[config.mk]
export PLATFORM = sky130hd
export DESIGN_NAME = fma_pingpong_buffer
export DESIGN_NICKNAME = d
export VERILOG_FILES = /design/src/rtl/fma_buf_pkg.sv /design/src/rtl/fma_buf_bank.sv /design/src/rtl/fma_pingpong_buffer.sv
export SDC_FILE = /design/constraint.sdc
export NUM_CORES = 1
export LEC_CHECK = 0
export ABC_AREA = 1
export CAP_MARGIN = 20
export CORE_AREA = 5 5 207 109
export CTS_BUF_LIST = sky130_fd_sc_hd__clkbuf_2
export DETAILED_ROUTE_END_ITERATION = 6
export DIE_AREA = 0 0 212 114
export GPL_TIMING_DRIVEN = 0
export PLACE_DENSITY = 0.7
export SLEW_MARGIN = 20
export SYNTH_ARGS = -nofsm -noshare
export SYNTH_HDL_FRONTEND = slang
export SYNTH_SLANG_ARGS = --single-unit
[constraint.sdc]
create_clock -name clk_in -period 2.1 [get_ports clk_in]
set_input_delay 0.42 -clock clk_in [delete_from_list [all_inputs] [get_ports clk_in]]
set_output_delay 0.42 -clock clk_in [all_outputs]
set_load 0.03 [all_outputs]
[src/rtl/fma_buf_pkg.sv]
// Shared types and constants for the FMA ping-pong operand buffer.
// The 3-bit per-lane write mask is ordered {a_v, b_v, c_v}. Operands are packed
// {a, b, c}, with a in the MSBs, so mask bit k selects operand field k.
package fma_buf_pkg;

  typedef enum logic {
    EMPTY = 1'b0,
    HOLD  = 1'b1
  } buf_state_e;

  localparam int A_IDX = 2;
  localparam int B_IDX = 1;
  localparam int C_IDX = 0;

endpackage

[src/rtl/fma_buf_bank.sv]
// One operand bank: FMA_COUNT lanes of {a,b,c} with a written-flag per field.
// Flags record which fields have been written since the last clear.
// complete_nx_o reports completeness as it would be after this cycle's write.
module fma_buf_bank
  import fma_buf_pkg::*;
#(
  parameter int FMA_COUNT = 2,
  parameter int WIDTH     = 16
) (
  input  logic                                clk_in,
  input  logic                                rst_in,
  input  logic                                clr_i,
  input  logic                                wr_en_i,
  input  logic [FMA_COUNT-1:0][3*WIDTH-1:0]   wr_data_i,
  input  logic [FMA_COUNT-1:0][2:0]           wr_mask_i,
  output logic [FMA_COUNT-1:0][3*WIDTH-1:0]   data_o,
  output logic [FMA_COUNT-1:0]                c_flag_o,
  output logic                                complete_o,
  output logic                                complete_nx_o
);

  logic [FMA_COUNT-1:0][3*WIDTH-1:0] data_q;
  logic [FMA_COUNT-1:0][2:0]         flag_q;

  // Clear has priority; otherwise each masked field is overwritten and flagged.
  always_ff @(posedge clk_in) begin
    if (rst_in || clr_i) begin
      data_q <= '0;
      flag_q <= '0;
    end else if (wr_en_i) begin
      for (int l = 0; l < FMA_COUNT; l++) begin
        for (int f = 0; f < 3; f++) begin
          if (wr_mask_i[l][f]) begin
            data_q[l][f*WIDTH +: WIDTH] <= wr_data_i[l][f*WIDTH +: WIDTH];
            flag_q[l][f]                <= 1'b1;
          end
        end
      end
    end
  end

  // Completeness needs a and b on every lane; c is optional (accumulator reuse).
  always_comb begin
    complete_o    = 1'b1;
    complete_nx_o = 1'b1;
    c_flag_o      = '0;
    for (int l = 0; l < FMA_COUNT; l++) begin
      c_flag_o[l]   = flag_q[l][C_IDX];
      complete_o    = complete_o & flag_q[l][A_IDX] & flag_q[l][B_IDX];
      complete_nx_o = complete_nx_o
                    & (flag_q[l][A_IDX] | (wr_en_i & wr_mask_i[l][A_IDX]))
                    & (flag_q[l][B_IDX] | (wr_en_i & wr_mask_i[l][B_IDX]));
    end
  end

  assign data_o = data_q;

endmodule

[src/rtl/fma_pingpong_buffer.sv]
// Ping-pong operand staging buffer feeding FMA_COUNT FMA lanes.
// Two physical banks; sel_q names the fill bank, the other is the output bank.
// A swap just flips sel_q and clears the old output bank, so nothing is copied.
// Optional macro FMA_BUF_STATS_EN adds stall_count_out (stalled write cycles).
module fma_pingpong_buffer
  import fma_buf_pkg::*;
#(
  parameter int FMA_COUNT = 2,
  parameter int WIDTH     = 16
) (
  input  logic                                clk_in,
  input  logic                                rst_in,
  input  logic [FMA_COUNT-1:0][3*WIDTH-1:0]   abc_in,
  input  logic [FMA_COUNT-1:0][2:0]           abc_valid_in,
  output logic                                in_ready_out,
  output logic [FMA_COUNT-1:0][3*WIDTH-1:0]   fma_out,
  output logic [FMA_COUNT-1:0]                fma_c_valid,
  output logic                                fma_out_valid,
  input  logic                                fma_ready_in
`ifdef FMA_BUF_STATS_EN
  ,
  output logic [15:0]                         stall_count_out
`endif
);

  buf_state_e state_q, state_d;
  logic       sel_q, sel_d;
  logic       swap, drop;
  logic       wr_acc;
  logic       fill_cmp_q, fill_cmp_nx;

  logic [FMA_COUNT-1:0][3*WIDTH-1:0] bank_data [2];
  logic [FMA_COUNT-1:0]              bank_cflag [2];
  logic [1:0]                        bank_cmp, bank_cmp_nx, bank_wr, bank_clr;

  for (genvar k = 0; k < 2; k++) begin : g_bank
    assign bank_wr[k]  = wr_acc && (sel_q == 1'(k));
    assign bank_clr[k] = (swap || drop) && (sel_q != 1'(k));

    fma_buf_bank #(
      .FMA_COUNT(FMA_COUNT),
      .WIDTH    (WIDTH)
    ) u_bank (
      .clk_in       (clk_in),
      .rst_in       (rst_in),
      .clr_i        (bank_clr[k]),
      .wr_en_i      (bank_wr[k]),
      .wr_data_i    (abc_in),
      .wr_mask_i    (abc_valid_in),
      .data_o       (bank_data[k]),
      .c_flag_o     (bank_cflag[k]),
      .complete_o   (bank_cmp[k]),
      .complete_nx_o(bank_cmp_nx[k])
    );
  end

  assign fill_cmp_q  = bank_cmp[sel_q];
  assign fill_cmp_nx = bank_cmp_nx[sel_q];

  // Back-pressure only when a finished set is waiting behind a stalled output.
  assign in_ready_out = !((state_q == HOLD) && fill_cmp_q && !fma_ready_in);
  assign wr_acc       = in_ready_out && !rst_in;

  assign fma_out       = bank_data[~sel_q];
  assign fma_c_valid   = bank_cflag[~sel_q];
  assign fma_out_valid = (state_q == HOLD);

  // Next-state: issue on completion, drop the output bank once it is consumed.
  always_comb begin
    state_d = state_q;
    swap    = 1'b0;
    drop    = 1'b0;
    case (state_q)
      EMPTY: begin
        if (fill_cmp_nx) begin
          swap    = 1'b1;
          state_d = HOLD;
        end
      end
      HOLD: begin
        if (fma_ready_in) begin
          if (fill_cmp_nx) begin
            swap = 1'b1;
          end else begin
            drop    = 1'b1;
            state_d = EMPTY;
          end
        end
      end
      default: state_d = EMPTY;
    endcase
    sel_d = swap ? ~sel_q : sel_q;
  end

  // State and bank-select registers.
  always_ff @(posedge clk_in) begin
    if (rst_in) begin
      state_q <= EMPTY;
      sel_q   <= 1'b0;
    end else begin
      state_q <= state_d;
      sel_q   <= sel_d;
    end
  end

`ifdef FMA_BUF_STATS_EN
  logic [15:0] stall_cnt_q;

  // Count cycles where a write was offered but back-pressured; saturates.
  always_ff @(posedge clk_in) begin
    if (rst_in) begin
      stall_cnt_q <= '0;
    end else if ((|abc_valid_in) && !in_ready_out && (stall_cnt_q != 16'hFFFF)) begin
      stall_cnt_q <= stall_cnt_q + 16'd1;
    end
  end

  assign stall_count_out = stall_cnt_q;
`endif

endmodule

== Word level (Yosys, flattened, before mapping) ==
Index checks and enable logic that the tools add are counted.

* Word-level logic and storage cells: 102
* Register bits: 206
* Input port bits: 105
* Output and inout port bits: 100

* Mux-type cells: 18
* Bitwise gates (word level): 31
* Reductions and logical operators: 25
* Magnitude comparators: 2

{| class="wikitable"
|+ Operator list
! operator !! number
|-
| 96-bit 2-to-1 mux || 3
|-
| 2-bit AND reduction || 12
|-
| 1-bit AND || 20
|-
| 1-bit 2-to-1 mux || 10
|-
| 1-bit bitwise OR || 8
|-
| 1-bit logical AND || 7
|-
| 2-bit 2-to-1 mux || 3
|-
| 1-bit case mux with 2 select lines || 2
|-
| 1-bit logical NOT || 3
|-
| 1-bit logical OR || 3
|-
| 2-bit >= comparator (second input constant) || 1
|-
| 1-bit by 2-bit less-than comparator with 1-bit output (second input constant) || 1
|-
| 1-bit inverter || 2
|-
| 1-bit inverter with 2-bit output || 1
|}

== Longest topological paths before layout ==
Gate-level depths: netlist (run 1).

* Depth after elaboration: 23
* Gate-level depth with buffers: 17

== Cells and area by module ==
A second synthesis (run 1) with hierarchy kept.

* Cells, all modules: 1642
* Area total of the unflattened synthesis: 9746.8 um^2

{| class="wikitable"
|+ By module, submodules not included
! module !! times used !! seq. area each (um^2) !! area each (um^2) !! cells an instance
|-
| fma_buf_bank || 2 || 2042.0 || 4161.5 || 649
|-
| fma_pingpong_buffer || 1 || 40.0 || 1423.9 || 344
|}

== Worst setup path before layout (run 1) ==
OpenSTA, ideal clock, no wires.

* Kind: reg2reg
* From: reg state_q (netlist: fma_out_valid)
* To: reg g_bank[1].u_bank.data_q, in the netlist g_bank[1].u_bank.data_o[37]
* Clock period less this slack: 2.173 ns
* Setup slack: -0.073 ns
* Arrival time: 2.108 ns
* Required time: 2.036 ns
* Cell stages (with the launch flop): 15
* Path through: dfxtp_1 -> inv_2 -> nor2_1 -> nand2_8 -> nand2_2 -> nor2_2 -> nand2_2 -> a21oi_1 -> nand2_1 -> nand3_1 -> nand3_1 -> nand2_1 -> buf_6 -> buf_6 -> nor2_1

* Cells in the longest elaborated chain, start to end: 18
* Elaborated cells between the ends (all ways): 41
* Classes of those cells: mux (8); bitwise (23); reduce/logical (10)

{| class="wikitable"
|+ Ends and longest elaborated chain
! element !! RTL line !! source
|-
| start, declared || fma_pingpong_buffer.sv:26 || <nowiki>buf_state_e state_q, state_d;</nowiki>
|-
| start signal, assigned || fma_pingpong_buffer.sv:101 || <nowiki>state_q <= state_d;</nowiki>
|-
| 1-bit logical AND (*) (2 in series) || fma_pingpong_buffer.sv:61 || <nowiki>assign in_ready_out = !((state_q == HOLD) && fill_cmp_q && !fma_ready_in);</nowiki>
|-
| 1-bit logical NOT (*) || fma_pingpong_buffer.sv:61 ||
|-
| named net in_ready_out || fma_pingpong_buffer.sv:15 || <nowiki>output logic in_ready_out,</nowiki>
|-
| 1-bit logical AND (*) || fma_pingpong_buffer.sv:62 || <nowiki>assign wr_acc = in_ready_out && !rst_in;</nowiki>
|-
| 1-bit logical AND || fma_pingpong_buffer.sv:37 || <nowiki>assign bank_wr[k] = wr_acc && (sel_q == 1'(k));</nowiki>
|-
| 1-bit AND, on equally long branches || fma_buf_bank.sv:51, fma_buf_bank.sv:52 ||
|-
| 1-bit bitwise OR, on equally long branches || fma_buf_bank.sv:51, fma_buf_bank.sv:52 ||
|-
| 1-bit AND || fma_buf_bank.sv:52 || <nowiki>& (flag_q[l][B_IDX] | (wr_en_i & wr_mask_i[l][B_IDX]));</nowiki>
|-
| 1-bit AND || fma_buf_bank.sv:51 || <nowiki>& (flag_q[l][A_IDX] | (wr_en_i & wr_mask_i[l][A_IDX]))</nowiki>
|-
| 1-bit AND || fma_buf_bank.sv:52 ||
|-
| 1-bit 2-to-1 mux (not written as such) (2 in series) || fma_pingpong_buffer.sv:58 || <nowiki>assign fill_cmp_nx = bank_cmp_nx[sel_q];</nowiki>
|-
| 1-bit 2-to-1 mux, on equally long branches || fma_pingpong_buffer.sv:75, fma_pingpong_buffer.sv:82 ||
|-
| 1-bit 2-to-1 mux || fma_pingpong_buffer.sv:81 || <nowiki>if (fma_ready_in) begin</nowiki>
|-
| 1-bit case mux with 2 select lines / 1-bit 2-to-1 mux (equally long branches) || fma_pingpong_buffer.sv:73 || <nowiki>case (state_q)</nowiki>
|-
| 1-bit logical OR || fma_pingpong_buffer.sv:38 || <nowiki>assign bank_clr[k] = (swap || drop) && (sel_q != 1'(k));</nowiki>
|-
| 1-bit logical AND || fma_pingpong_buffer.sv:38 ||
|-
| 1-bit logical OR || fma_buf_bank.sv:27 || <nowiki>if (rst_in || clr_i) begin</nowiki>
|-
| end signal, assigned by index || fma_buf_bank.sv:34 || <nowiki>data_q[l][f*WIDTH +: WIDTH] <= wr_data_i[l][f*WIDTH +: WIDTH];</nowiki>
|-
| end, declared || fma_buf_bank.sv:22 || <nowiki>logic [FMA_COUNT-1:0][3*WIDTH-1:0] data_q;</nowiki>
|}

The timed path passes the listed nets; every way through them passes the cells marked *. The select of a mux whose other input is x is not followed.
A chain may end at the register's enable or synchronous reset.

==> metrics.md, run 1 <==
| Metric | Value |
|---|---|
| Yosys warning total | 0 |
| Area taken by multi-input logic gates | 0.004509 sq mm |
| Register bit total from synthesis | 206 |
| Synthesized cell area | 0.008831 sq mm |
| Clock-pin slew on the worst setup and hold paths | 120 ps |
| Post-layout min period | 2402 ps |
| Storage element area | 0.004128 sq mm |
| Worst-skew pair later-pin latency | 800 ps |
| First-pass GRT wire length | 42300 microns |
| Final core occ | 64.63% |
| Sequential fraction of the synthesis area | 46.70% |
| Largest area contributor in the netlist | dfxtp_1 |
| Top cells by area, synth | dfxtp_1, nand2_1, mux2i_1, nor2_1, a21oi_1 |
| Failing checks | negative setup slack |
| Largest net degree at the start of global routing | 12 |
| Syn_area_per_cell | 7.606 sq um |
| PortBufs | 204 |
| Die X | 212 microns |
| Async SR Flop Fraction | 0% |
| Max-cap violations | 0 |
| Initial DRC count | 520 |
| Diodes inserted | 0 |
| Die ar. | 0.02417 sq mm |
| Status | finished, violations left |
| Post-DRT Antenna Nets | 0 |
| Syn Nets | 1266 |
| Initial antenna violation count | 0 |
| Final WL | 29760 microns |
| Switch Pwr | 2.180 mW |
| Number of enable flip-flop cells after synthesis | 0 |
| Switching share of power | 27.96% |
| DRC errors left | 0 |
| Number of global-route vias before repair | 7975 |
| Chip height | 114 microns |
| Layout Nets | 1573 |
| # rows | 38 |
| Post-synth top area share | 46.70% |
| Max-slew violations | 0 |
| Final period util | 114.4% |
| H-tree levels | 2 |
| Final setup violation count | 298 |
| Core Box Area | 0.02087 sq mm |
| Crit path DAT | 1980 ps |
| Initial Utilization | 42.31% |
| Share of layout cells above drive strength 1 | 27.44% |
| Top_reg_cell synth | dfxtp_1 |
| Total track usage | 21.98% |
| PnR worst setup slack | -302.1 ps |
| Slew @ Worst Pin | 803.8 ps |
| Clock Power Share | 32.4% |
| Fraction of power consumed by sequential logic | 52.3% |
| Vias per cell | 4.857 |
| FMAX | 416.3 MHz |
| WL/cell | 16.78 microns |
| Hold path start | abc_in[38] |
| Total gr overflow | 0 |
| Cell total after placement | 1645 |
| Via count | 8617 |
| Mapped Cells | 1161 |
| Rel. slew slack | 46.41% |
| Clock Sinks | 206 |
| Cell with the most instances after synthesis | nand2_1 |
| Final GP Congestion | 0.8151 |
| R2R Path Start | sel_q |
| Crit path kind | flip-flop to primary output |
| RSZ-0062 raised after global routing | yes |
| Fin. Hold Viols | 0 |
| Final Non-Filler Cells | 1774 |
| Post-synthesis cell type count | 20 |
| Startpoint class of the critical path | flip-flop |
| Clk root buf | clkbuf_2 |
| Fillers | 1848 |
| Critical path origin | sel_q |
| Maximum clock insertion buffer count | 3 |
| Worst setup EP type | primary output |
| Comb pwr share | 15.3% |
| CTS tree | done |
| Cell-internal power | 5.617 mW |
| Pwr/cell area | 577.9 mW/mm^2 |
| Top Ports | 205 |
| Worst Path Required | 1680 ps |
| Pleak | 6.767 nW |
| CTS Buf Count | 47 |
| Layout Skew | 26.23 ps |
| Post-synth top cells | nand2_1, nor2_1, dfxtp_1, mux2i_1, a21oi_1 |
| Pre-antenna DRT Iters | 5 |
| Dpl hpwl | 19370 microns |
| P&R area growth vs syn | 52.76% |
| Hold Crit Class | primary input to flip-flop |
| Maximum vdd ir drop | 0.3649 mV |
| Worst-path fanout max | 7 |
==> through the flow <==
step	cell area (sq um)	hold WS, ps	power (mW)	TNS (ps)	worst slack (ps)
2_1_floorplan	8837	469.3	4.608	0	33.77
3_3_place_gp	11230	477.6	5.002	-253700	-1205
5_1_grt	13490	181.0	8.170	-86340	-385.3
4_1_cts	12400	190.9	7.610	-86140	-381.4
3_5_place_dp	11230	488.0	5.019	-259420	-1180
6_report	13490	253.0	7.797	-56180	-302.1
==> per-layer routing <==
layer  wire, microns  GRT usage [%]  vias to the layer above
li1                -              -                     4265
met1           15060          33.21                     4048
met2           12090          31.80                      264
met3            2153          5.523                       40
met4             461          4.245                        0
met5               0              0                        -
==> registers in the layout, indices dropped and copies added, names as in the netlist <==
name,cells
g_bank.u_bank.data_o,192
g_bank.u_bank.flag_q,8
g_bank.u_bank.c_flag_o,4
fma_out_valid,1
sel_q,1
==> final timing paths <==
kind,endpoint,slack [ps],cells after the start
worst max-delay path,fma_out[63],-300,7
worst min-delay path,g_bank[1].u_bank.data_o[38],250,3
worst max register to register,g_bank[0].u_bank.data_o[4],-240,18
worst min register to register,g_bank[0].u_bank.data_o[59],500,2
==> cell type report <==
type                            count  area share (%)
Inverter                           69           1.976
Multi-Input combinational cell    819           33.43
Tap cell                          280           2.597
Sequential cell                   206           30.60
Clock inverter                      7          0.3895
Clock buffer                       68           2.523
Buffer                             62           6.260
Timing Repair Buffer              263           22.23
==> timing repair <==
action / CTS / global route
pin swaps: 18 / 39
cloned: 5 / 24
resized for setup: 820 / 141
setup endpoints to repair: 304 / 304
hold buffers: 0 / 0
buffers inserted: 14 / 18
==> critical path: stages (launching register included) <==
cell       delay (ps)
dfxtp_4           420
inv_8              40
clkbuf_16         160
buf_12            160
buf_8             140
nand2_2            60
nand2_2            80
buf_6             150
==> power by group through the flow <==
stage	Clock [mW]	Combinational [mW]	Sequential (mW)
2_1_floorplan	0	0.460	4.15
3_3_place_gp	0	0.848	4.15
5_1_grt	2.81	1.27	4.09
3_5_place_dp	0	0.858	4.16
4_1_cts	2.59	0.945	4.07
6_report	2.53	1.20	4.07
==> cell usage in the layout (no fill, tap or decap), types with 2 or more instances in the layout <==
cell type,netlist,routed
nor2_1,284,276
nand2_1,321,225
dfxtp_1,206,205
mux2i_1,118,118
clkdlybuf4s50_1,0,104
buf_6,18,78
nand2_2,3,76
clkbuf_2,0,76
a21oi_1,76,75
inv_1,63,63
buf_4,1,57
clkbuf_16,0,28
nand2_4,0,22
buf_12,0,18
buf_8,0,11
clkbuf_1,37,8
nor2_2,1,7
clkbuf_8,0,6
nand4_4,6,6
clkinv_1,0,6
inv_2,6,5
nand2_8,1,3
nor2_4,0,2
buf_2,6,2
nand3_4,0,2
o21ai_1,2,2
buf_16,0,2
==> cells by family after synthesis <==
group	share of synthesized area (%)
DFF	46.70
and+or+nand+nor	27.91
AOI/OAI and AO/OA	4.534
muxes	13.37
buffers and inverters	7.481
No activity file was read; power rests on OpenSTA's default activity.
==> inputs of run 2 (changes only) <==
--- a/config.mk
+++ b/config.mk
@@ -9,6 +9,7 @@
 export CAP_MARGIN = 20
 export CORE_AREA = 5 5 207 109
 export CTS_BUF_LIST = sky130_fd_sc_hd__clkbuf_2
+export CTS_CLUSTER_SIZE = 20
 export DETAILED_ROUTE_END_ITERATION = 6
 export DIE_AREA = 0 0 212 114
 export GPL_TIMING_DRIVEN = 0
==> metrics.md, run 2 (synthesis results as in run 1) <==
| Metric | Value |
|---|---|
| Status | finished, violations left |
| Failing checks | negative setup slack |
| Slowest CP cell | dfxtp_2 |
| Crit path kind | flip-flop to primary output |
| Final WL | 32570 microns |
| Final period util | 122.6% |
| Area taken by multi-input logic gates | 0.005070 sq mm |
| Commonest non-fill, non-tap cells in the layout | dfxtp_1, nand2_1, nor2_1, nor2_2, mux2i_1 |
| Met3 WL | 2434 microns |
| Number of global-route vias before repair | 8483 |
| CTS tree | done |
| CTS Buf Count | 47 |
| Pleak | 7.031 nW |
| Fillers | 1624 |
| Fin. Hold Viols | 0 |
| Layout Nets | 1616 |
| Share of layout cells above drive strength 1 | 40.12% |
| Rel. slew slack | 61.87% |
| Post-DRT Antenna Nets | 0 |
| Vias per cell | 4.969 |
| Post-layout min period | 2574 ps |
| PortBufs | 204 |
| Core Box Area | 0.02087 sq mm |
| Initial Utilization | 42.31% |
| Die X | 212 microns |
| Clock-pin slew on the worst setup and hold paths | 140 ps |
| Layout Skew | 45.77 ps |
| Worst-skew pair later-pin latency | 800 ps |
| Diodes inserted | 0 |
| First-pass GRT wire length | 45760 microns |
| Storage element area | 0.004125 sq mm |
| RSZ-0062 raised after global routing | yes |
| Clk root buf | clkbuf_2 |
| Initial antenna violation count | 0 |
| Worst-path cell chain | buf_6 > buf_12 > clkinv_8 > clkbuf_16 > buf_12 > clkbuf_16 > nand2_2 > nand2_2 > buf_6 |
| Crit-path max cell delay | 350 ps |
| P&R area growth vs syn | 65.46% |
| WL/cell | 17.91 microns |
| Met1 WL | 15860 microns |
| Startpoint class of the critical path | flip-flop |
| H-tree levels | 2 |
| Hold Crit Class | primary input to flip-flop |
| Post-CTS Hold Buffers | 0 |
| Pre-antenna DRT Iters | 5 |
| Max-cap violations | 0 |
| Die ar. | 0.02417 sq mm |
| PnR worst setup slack | -473.9 ps |
| Max reg flops | 192 |
| Chip height | 114 microns |
| Pwr Total | 7.961 mW |
| Maximum clock insertion buffer count | 3 |
| Metal2 WL | 13520 microns |
| Total gr overflow | 0 |
| Total track usage | 24.11% |
| Maximum vdd ir drop | 0.3829 mV |
| Via count | 9034 |
| Post-Route Setup TNS | -108770 ps |
| Worst setup EP type | primary output |
| Commonest non-fill, non-tap cell in the layout | dfxtp_1 |
| Initial DRC count | 545 |
| Top Ports | 205 |
| Worst-path fanout max | 7 |
| Top Layer Used | met4 |
| # rows | 38 |
| Clock Sinks | 206 |
| Max-slew violations | 0 |
| Pwr/cell area | 544.9 mW/mm^2 |
| Dpl hpwl | 19370 microns |
| Final GP Congestion | 0.8151 |
| Worst Path Required | 1680 ps |
| Crit path DAT | 2150 ps |
| Cell Area, Placed | 0.01123 sq mm |
| Design area | 0.01461 sq mm |
| Largest net degree at the start of global routing | 17 |
| DRC errors left | 0 |
| Final setup violation count | 306 |
| CP top delay family | buffers and inverters |
| Buf/Inv on CP | 7 |
| Slew @ Worst Pin | 572.0 ps |
| FMAX | 388.5 MHz |
run 2: layer usage:
layer  up-vias  global-route usage (%)
met3        65                   5.551
met2       353                   34.39
met4         0                   5.875
li1       4350                       -
met5         -                       0
met1      4266                   36.67
run 2: final timing paths:
check | from | endpoint | slack, ps | cells after the start
setup reg to reg | sel_q | g_bank[1].u_bank.data_o[78] | -430 | 20
setup / recovery | sel_q | fma_out[65] | -470 | 9
hold reg to reg | g_bank[0].u_bank.data_o[58] | g_bank[0].u_bank.data_o[58] | 510 | 2
hold / removal | abc_in[95] | g_bank[0].u_bank.data_o[95] | 260 | 3
run 2: area by class of cell:
cell class	instances	share of cell area (%)
multi-input combinational	819	34.70
sequential	206	28.23
timing repair buffer	306	24.21
buffer	62	6.071
tap	280	2.398
clock buffer	68	2.329
inverter	69	1.858
clock inverter	8	0.2055
run 2: what timing repair did:
action / in CTS / in global routing
cloned: 22 / 12
buffers inserted: 59 / 23
pin swaps: 28 / 47
setup endpoints to repair: 304 / 306
gates resized for setup: 929 / 289
run 2: worst register-to-register path: cells and delay by family, from the launching register on:
family | cells | cell delay (ps)
simple gates | 13 | 1240
flops | 1 | 350
buf+inv | 7 | 800
run 2: where the power goes:
group | internal, mW | switching [mW] | leakage [nW] | total [mW]
logic | 0.760 | 0.675 | 5.06 | 1.43
registers | 4.02 | 0.0601 | 1.67 | 4.08
clock network | 0.843 | 1.61 | 0.295 | 2.45
run 2: stage by stage:
| step | std cells | hold WS (ps) | setup slack, ps | utilization [%] |
|---|---|---|---|---|
| floorplan | 1161 | 469.3 | 33.77 | - |
| global placement | 1645 | 477.6 | -1205 | 53.80 |
| detailed placement | 1645 | 488.0 | -1180 | 53.80 |
| CTS | 1796 | 186.2 | -393.1 | 65.03 |
| global route | 1818 | 192.6 | -541.3 | 70.00 |
| finish | 1818 | 263.5 | -473.9 | 70.00 |
